--- config.mk ---
export PLATFORM = sky130hd
export DESIGN_NAME = multi_player_key_decoder_flat
export DESIGN_NICKNAME = d
export VERILOG_FILES = /design/src/rtl/multi_player_key_decoder_if.sv /design/src/rtl/multi_player_key_decoder.sv /design/src/flat_wrapper.sv
export SDC_FILE = /design/constraint.sdc
export NUM_CORES = 1
export LEC_CHECK = 0
export ABC_AREA = 1
export ABC_CLOCK_PERIOD_IN_PS = 3800
export CORE_MARGIN = 4
export CORE_UTILIZATION = 51
export CTS_BUF_LIST = sky130_fd_sc_hd__clkbuf_8 sky130_fd_sc_hd__clkbuf_16
export DETAILED_ROUTE_END_ITERATION = 10
export GPL_TIMING_DRIVEN = 0
export PLACE_DENSITY = 0.81
export SLEW_MARGIN = 10
export SYNTH_ARGS = -nofsm -noshare
export SYNTH_HDL_FRONTEND = slang
export SYNTH_SLANG_ARGS = --single-unit
export TNS_END_PERCENT = 20
--- constraint.sdc ---
create_clock -name clk -period 3.8 [get_ports clk]
set_input_delay 0.76 -clock clk [delete_from_list [all_inputs] [get_ports clk]]
set_output_delay 0.76 -clock clk [all_outputs]
set_load 0.01 [all_outputs]
--- src/rtl/multi_player_key_decoder_if.sv ---
// Receive-side byte bus for multi_player_key_decoder: one UART byte per rx_valid strobe.
interface multi_player_key_decoder_if;
   logic [7:0] rx_data;
   logic       rx_valid;

   modport master (output rx_data, output rx_valid);
   modport slave  (input  rx_data, input  rx_valid);
endinterface

--- src/rtl/multi_player_key_decoder.sv ---
// Decodes UART command bytes into per-player key levels, press pulses, skill and ready state.
// Optional macro KEY_TIMEOUT_EN adds per-player hold timers that drop keys not refreshed in time.
module multi_player_key_decoder #(
   parameter int NUM_PLAYERS  = 2,
   parameter int HOLD_TIMEOUT = 5_000_000
) (
   input  logic                       clk,
   input  logic                       rstn,
   multi_player_key_decoder_if.slave  rx,
   output logic [NUM_PLAYERS*6-1:0]   held,
   output logic [NUM_PLAYERS*6-1:0]   press_pulse,
   output logic [NUM_PLAYERS*2-1:0]   skill_sel,
   output logic [NUM_PLAYERS-1:0]     ready,
   output logic                       game_reset,
   output logic [7:0]                 err_cnt
);

   localparam int HW = NUM_PLAYERS * 6;
   localparam int SW = NUM_PLAYERS * 2;

   if (NUM_PLAYERS < 1 || NUM_PLAYERS > 4 || HOLD_TIMEOUT < 1 || HOLD_TIMEOUT > 16777215) begin : g_bad_param
      $error("multi_player_key_decoder: parameter out of range");
   end

   logic [1:0]          pid_s;
   logic                press_s;
   logic [2:0]          key_s;
   logic [1:0]          val_s;
   logic                pid_ok_s;
   logic                grst_hit_s;
   logic                cmd_ok_s;

   logic [HW-1:0]          held_r,  held_nxt_s;
   logic [HW-1:0]          pulse_r, pulse_nxt_s;
   logic [SW-1:0]          skill_r, skill_nxt_s;
   logic [NUM_PLAYERS-1:0] ready_r, ready_nxt_s;
   logic                   grst_r,  grst_nxt_s;
   logic [7:0]             err_r,   err_nxt_s;

`ifdef KEY_TIMEOUT_EN
   localparam int TW = $clog2(HOLD_TIMEOUT + 1);
   logic [TW-1:0] timer_r     [NUM_PLAYERS];
   logic [TW-1:0] timer_nxt_s [NUM_PLAYERS];
`endif

   assign pid_s      = rx.rx_data[7:6];
   assign press_s    = rx.rx_data[5];
   assign key_s      = rx.rx_data[4:2];
   assign val_s      = rx.rx_data[1:0];
   assign pid_ok_s   = ({1'b0, pid_s} < 3'(NUM_PLAYERS));
   // Game reset is global: it bypasses the pid range check entirely.
   assign grst_hit_s = rx.rx_valid && (key_s == 3'd7) && !press_s;
   assign cmd_ok_s   = rx.rx_valid && pid_ok_s && !grst_hit_s;

   // Next-state decode for one received byte, with optional hold-timer expiry applied first.
   always_comb begin
      held_nxt_s  = held_r;
      pulse_nxt_s = '0;
      skill_nxt_s = skill_r;
      ready_nxt_s = grst_hit_s ? '0 : ready_r;
      grst_nxt_s  = grst_hit_s;
      err_nxt_s   = (rx.rx_valid && !grst_hit_s && !pid_ok_s && (err_r != 8'hFF)) ? (err_r + 8'd1) : err_r;

`ifdef KEY_TIMEOUT_EN
      // Expiry clears first so that a press byte arriving in the same cycle still wins.
      for (int p = 0; p < NUM_PLAYERS; p++) begin
         timer_nxt_s[p] = (timer_r[p] != '0) ? (timer_r[p] - TW'(1)) : '0;
         if (timer_r[p] == TW'(1)) begin
            held_nxt_s[p*6 +: 6] = 6'b000000;
         end else begin
            held_nxt_s[p*6 +: 6] = held_r[p*6 +: 6];
         end
         if (cmd_ok_s && (pid_s == 2'(p)) && press_s && (key_s < 3'd6)) begin
            timer_nxt_s[p] = TW'(HOLD_TIMEOUT);
         end else begin
            timer_nxt_s[p] = timer_nxt_s[p];
         end
      end
`endif

      for (int p = 0; p < NUM_PLAYERS; p++) begin
         for (int k = 0; k < 6; k++) begin
            if (cmd_ok_s && (pid_s == 2'(p)) && (key_s == 3'(k))) begin
               held_nxt_s[p*6+k]  = press_s;
               pulse_nxt_s[p*6+k] = press_s & ~held_r[p*6+k];
            end else begin
               pulse_nxt_s[p*6+k] = 1'b0;
            end
         end
         if (cmd_ok_s && (pid_s == 2'(p)) && (key_s == 3'd6)) begin
            ready_nxt_s[p] = press_s;
         end else begin
            ready_nxt_s[p] = ready_nxt_s[p];
         end
         if (cmd_ok_s && (pid_s == 2'(p)) && (key_s == 3'd7) && press_s) begin
            skill_nxt_s[p*2 +: 2] = val_s;
         end else begin
            skill_nxt_s[p*2 +: 2] = skill_r[p*2 +: 2];
         end
      end
   end

   // State registers; synchronous reset discards any byte presented in the same cycle.
   always_ff @(posedge clk) begin
      if (!rstn) begin
         held_r  <= '0;
         pulse_r <= '0;
         skill_r <= '0;
         ready_r <= '0;
         grst_r  <= 1'b0;
         err_r   <= 8'h00;
`ifdef KEY_TIMEOUT_EN
         for (int p = 0; p < NUM_PLAYERS; p++) begin
            timer_r[p] <= '0;
         end
`endif
      end else begin
         held_r  <= held_nxt_s;
         pulse_r <= pulse_nxt_s;
         skill_r <= skill_nxt_s;
         ready_r <= ready_nxt_s;
         grst_r  <= grst_nxt_s;
         err_r   <= err_nxt_s;
`ifdef KEY_TIMEOUT_EN
         for (int p = 0; p < NUM_PLAYERS; p++) begin
            timer_r[p] <= timer_nxt_s[p];
         end
`endif
      end
   end

   assign held        = held_r;
   assign press_pulse = pulse_r;
   assign skill_sel   = skill_r;
   assign ready       = ready_r;
   assign game_reset  = grst_r;
   assign err_cnt     = err_r;

endmodule

--- src/flat_wrapper.sv ---
// flat-port wrapper written by rule: the top's interface ports become plain ports
module multi_player_key_decoder_flat 
#(
   parameter int NUM_PLAYERS  = 2,
   parameter int HOLD_TIMEOUT = 5_000_000
)
  (clk, rstn, held, press_pulse, skill_sel, ready, game_reset, err_cnt, rx_rx_data, rx_rx_valid);
  multi_player_key_decoder_if rx_i ();
  input  logic clk;
  input  logic rstn;
  output logic [NUM_PLAYERS*6-1:0] held;
  output logic [NUM_PLAYERS*6-1:0] press_pulse;
  output logic [NUM_PLAYERS*2-1:0] skill_sel;
  output logic [NUM_PLAYERS-1:0] ready;
  output logic game_reset;
  output logic [7:0] err_cnt;
  input wire logic [$bits(rx_i.rx_data)-1:0] rx_rx_data;
  input wire logic [$bits(rx_i.rx_valid)-1:0] rx_rx_valid;
  assign rx_i.rx_data = rx_rx_data;
  assign rx_i.rx_valid = rx_rx_valid;
  multi_player_key_decoder #(.NUM_PLAYERS(NUM_PLAYERS), .HOLD_TIMEOUT(HOLD_TIMEOUT)) u_core (.clk(clk), .rstn(rstn), .rx(rx_i), .held(held), .press_pulse(press_pulse), .skill_sel(skill_sel), .ready(ready), .game_reset(game_reset), .err_cnt(err_cnt));
endmodule
### Word level (Yosys, flattened, before mapping)

Index checks and enable logic that the tools add are counted.

| word-level totals | value |
|---|---|
| register bits after elaboration | 39 |
| latch bits | 0 |
| memory bits (writable) | 0 |
| memory bits (read-only) | 0 |
| input bits | 11 |
| output and inout port bits | 39 |
| logic and storage cells | 114 |
| memories | 0 |

| cells by class | value |
|---|---|
| $add $sub $neg | 1 |
| $mul | 0 |
| divide/modulo/power cells | 0 |
| order comparisons | 1 |
| equal/unequal tests | 9 |
| shifts and indexed selects | 0 |
| multiplexer cells | 3 |
| bitwise logic cells | 24 |
| reduce and logical (&&, ||, !) cells | 46 |

Operator list:

| cell | count |
|---|---|
| 1-bit logical AND | 27 |
| 2-bit AND reduction | 12 |
| 1-bit AND | 12 |
| 3-bit equality test (second input constant) | 4 |
| 1-bit NOT | 12 |
| 8-bit by 1-bit adder with 8-bit output (second input constant) | 1 |
| 8-bit inequality test (second input constant) | 1 |
| 3-bit by 2-bit equality test with 1-bit output (second input constant) | 2 |
| 2-bit nonzero test | 2 |
| 3-bit by 1-bit equality test with 1-bit output (second input constant) | 1 |
| 1-bit zero test | 3 |
| 3-bit zero test | 1 |
| 2-bit by 1-bit equality test with 1-bit output (second input constant) | 1 |
| 2-bit zero test | 1 |
| 2-bit < comparator (second input constant) | 1 |
| 1-bit two-way mux | 2 |
| 2-bit two-way mux | 1 |

### Depth between registers and ports, before layout

| depth | value |
|---|---|
| depth after elaboration | 8 |
| depth in mapped cells | 10 |
| depth with buffers taken out | 9 |

### Worst setup path after synthesis

Ideal clock, no wire load.

| path | value |
|---|---|
| path kind | input to register |
| from | in rx_rx_data[5] |
| to | reg u_core.held_r[6] (netlist: u_core.held[6]) |
| library setup time | 0.114 ns |
| arrival time | 1.412 ns |
| data required time | 3.686 ns |
| slack | 2.274 ns |
| cell stages on the path | 10 |
| path buffers | 1 |
| path through | inv_2 nand2_4 inv_2 nand2_4 nand2_4 nor2_4 buf_6 nand2_1 nand2_1 nand2_1 |

| between the ends | value |
|---|---|
| word-level cells in the longest chain between the ends | 6 |

Ends and longest elaborated chain:

| what | RTL line | RTL |
|---|---|---|
| from (decl) | flat_wrapper.sv:17 | `input wire logic [$bits(rx_i.rx_data)-1:0] rx_rx_data;` |
| 1-bit zero test | multi_player_key_decoder.sv:52 | `assign grst_hit_s = rx.rx_valid && (key_s == 3'd7) && !press_s;` |
| 1-bit logical AND | multi_player_key_decoder.sv:52 |  |
| 1-bit zero test | multi_player_key_decoder.sv:53 | `assign cmd_ok_s = rx.rx_valid && pid_ok_s && !grst_hit_s;` |
| 1-bit logical AND | multi_player_key_decoder.sv:53 |  |
| 1-bit logical AND (2 in a row) | multi_player_key_decoder.sv:83 | `if (cmd_ok_s && (pid_s == 2'(p)) && (key_s == 3'(k))) begin` |
| to (signal assigned) | multi_player_key_decoder.sv:118 | `held_r <= held_nxt_s;` |
| to (decl) | multi_player_key_decoder.sv:33 | `logic [HW-1:0] held_r, held_nxt_s;` |

Parallel ways exist; a longest one is shown, timed or not.
A chain may end at the register's enable or synchronous reset.

### Worst setup path after layout

| path | value |
|---|---|
| from | reg u_core.err_r[3] (netlist: u_core.err_cnt[3]) |
| to | out err_cnt[3] |

RTL lines:

| what | RTL line | RTL |
|---|---|---|
| from (decl) | multi_player_key_decoder.sv:38 | `logic [7:0] err_r, err_nxt_s;` |
| from (signal assigned) | multi_player_key_decoder.sv:123 | `err_r <= err_nxt_s;` |
| to (decl) | flat_wrapper.sv:16 | `output logic [7:0] err_cnt;` |

No word-level cell between the ends.

==> impl_metrics.toml <==
[status]
status = "finished clean"

[logic_synthesis]
async_reset_ff_frac = 0
synth_area_leader_cell = "dfxtp_1"
synth_flop_cell = "dfxtp_1"
synth_edf_count = 0
ys_seq_area_frac = 0.4432
yosysMostFrequentCell = "nand2_1"
synth_common_cells = "nand2_1 (95), nor2_1 (41), dfxtp_1 (39), inv_1 (29), nand3_1 (19)"
synth_area_sq_um = 1762
syn_inst = 261
syn_nets = 273
synth_top_area_share = 0.4432
yosys_warnings = 0
netlist_top_cells_area = "dfxtp_1 (44%), nand2_1 (20%), nor2_1 (8.7%)"
synth_cell_type_count = 19
ys_ff_latch = 39
avgSynthCellArea_sq_um = 6.750

[setup_path]
end_kind = "primary output"
slowest_stage = "clkdlybuf4s50_1"
critPathLaunch = "u_core.err_cnt[3]"
slowest_delay_ns = 0.59
rr_startpoint = "u_core.err_cnt[0]"
critPathMaxFanout = 7
arrival_ns = 1.33
critical_path_required_ns = 3.04
worstSetupStartpointType = "flip-flop"
cp_top_family = "buffers and inverters"
cp.buffers_inverters = 1
path_cells = "clkdlybuf4s50_1"
criticalPathCategory = "flip-flop to primary output"

[place]
gp_congestion = 0.8605
place_ws_ns = 1.469
port_buffers = 49
dp_hpwl_um = 2794
dp.cells = 356
place_area_sq_um = 2310

[timing]
period_share = 0.5501
max_slew_margin = 0.6918
rsz0062_at_grt = "false"
finalWorstSetupSlack_ns = 1.710
finalSetupTns_ns = 0
hold_violations = 0
min_period_ns = 2.090
fmax_mhz = 478.4
worst_pin_slew_ns = 0.4587
final_max_slew_viol_count = 0
setup_violations = 0
skew_ns = 0.004220

[route]
drcViolationCount = 0
drt-initial-drc-count = 123
via_per_inst = 4.692
dr.pass1.iters = 5
ant_nets = 0
vias = 1708
routed_wl_um = 3705
wl_per_cell_um = 10.18

[final_layout]
multi_input_area_sq_um = 827.0
antenna_cells = 0
n_fill_cell = 275
fin_nets = 329
ff_latch_area_sq_um = 780.7
stdcell_area_sq_um = 2446
syn2layout_area_growth_pct = 38.85
instances_no_fill = 364
drive_above_1_share = 0.07233

[power]
vdd_ir_drop_max_mv = 0.2475
p_leak_uw = 0.001152
power_density_nw_per_um2 = 364.6

[worst_hold_path]
hp-class = "flip-flop to flip-flop"
holdCritStartpoint = "u_core.held[4]"

[clocking]
cts_made_buffers = 5
cts.sinks = 39
cts_tree = "yes"
cts_hold_buf = 0
ctsResizeCount = 0
clk_pin_slew_worst_paths_ns = 0.08
cts_root_buf = "clkbuf_8"
clk_path_buf_depth = 2
cts_setup_buffers = 0
htreeDepth = 2
clk_latency_ns = 0.29

[floorplan]
dieHeight_um = 66.78
coreArea_sq_um = 3337
top_level_ports = 50
die_area_sq_um = 4459
die_w_um = 66.78
num_rows = 21
start_util = 0.5279

[grt]
grt_overflow_total = 0
grt_pass1_wl_um = 6348
grt_pass1_vias = 1575
grt.total_usage = 0.1845
antenna_found_initial = 0
grt_max_degree = 14

[job]
maxCapViolations = 0
power by group:
part	internal [uW]	leakage [uW]	switching, uW
sequential	412	0.000315	3.13
clock	262	0.0000644	151
combinational	26.6	0.000773	37.6
total	700	0.00115	191
final cells by class:
cell class	count	area share
multi-input combinational	185	0.3381
sequential	39	0.3192
timing repair buffer	49	0.2005
inverter	32	0.04910
clock buffer	5	0.02813
clock inverter	3	0.02762
tap	46	0.02353
buffer	5	0.01381
metrics by stage:
step,power (uW),hold slack (ns),utilization
4_1_cts,900.2,0.4368,0.7330
5_1_grt,914.8,0.4601,0.7330
6_report,892.0,0.4318,0.7330
2_1_floorplan,459.0,0.4539,-
3_5_place_dp,489.2,0.4259,0.6922
3_3_place_gp,488.5,0.4243,0.6922
layout by cell type, fill, tap and decap left out, types with 3 or more instances in the layout:
cell,n
nor2_1,41
o21ai_0,4
nor2_4,4
nand4_1,4
nand3_1,19
a21oi_1,6
dfxtp_1,39
nor3_1,4
clkdlybuf4s50_1,49
nand2_4,3
nand2_1,95
inv_2,3
inv_1,29
clkbuf_8,5
cells by family after synthesis:
kind of cell | Yosys count | share of synthesized area
DFF | 39 | 0.4432
AOI/OAI and AO/OA | 10 | 0.02841
adders and majority gates | 1 | 0.007101
xor gates and xnor gates | 1 | 0.004972
buffers and inverters | 37 | 0.08735
and+or+nand+nor | 173 | 0.4290
metal layers:
layer | up-vias | global-route usage | part of all wire
li1 | 909 | - | -
met1 | 761 | 0.2089 | 0.47
met2 | 32 | 0.3304 | 0.48
met3 | 6 | 0.04553 | 0.041
met4 | 0 | 0.06853 | 0.016
met5 | - | 0 | 0
path summary, 6_finish.rpt:
check	to	slack, ns	depth (start not counted)
max	err_cnt[3]	1.71	1
min	u_core.press_pulse[4]	0.43	1
max reg2reg	u_core.err_cnt[6]	2.20	8
min reg2reg	u_core.press_pulse[4]	0.43	1
flip-flops by register name, indices dropped and copies added, names as in the netlist:
| signal | flops |
|---|---|
| u_core.held | 12 |
| u_core.press_pulse | 12 |
| u_core.err_cnt | 8 |
| u_core.skill_sel | 4 |
| u_core.ready | 2 |
| u_core.game_reset | 1 |
Power figures use the tool's default switching activity.
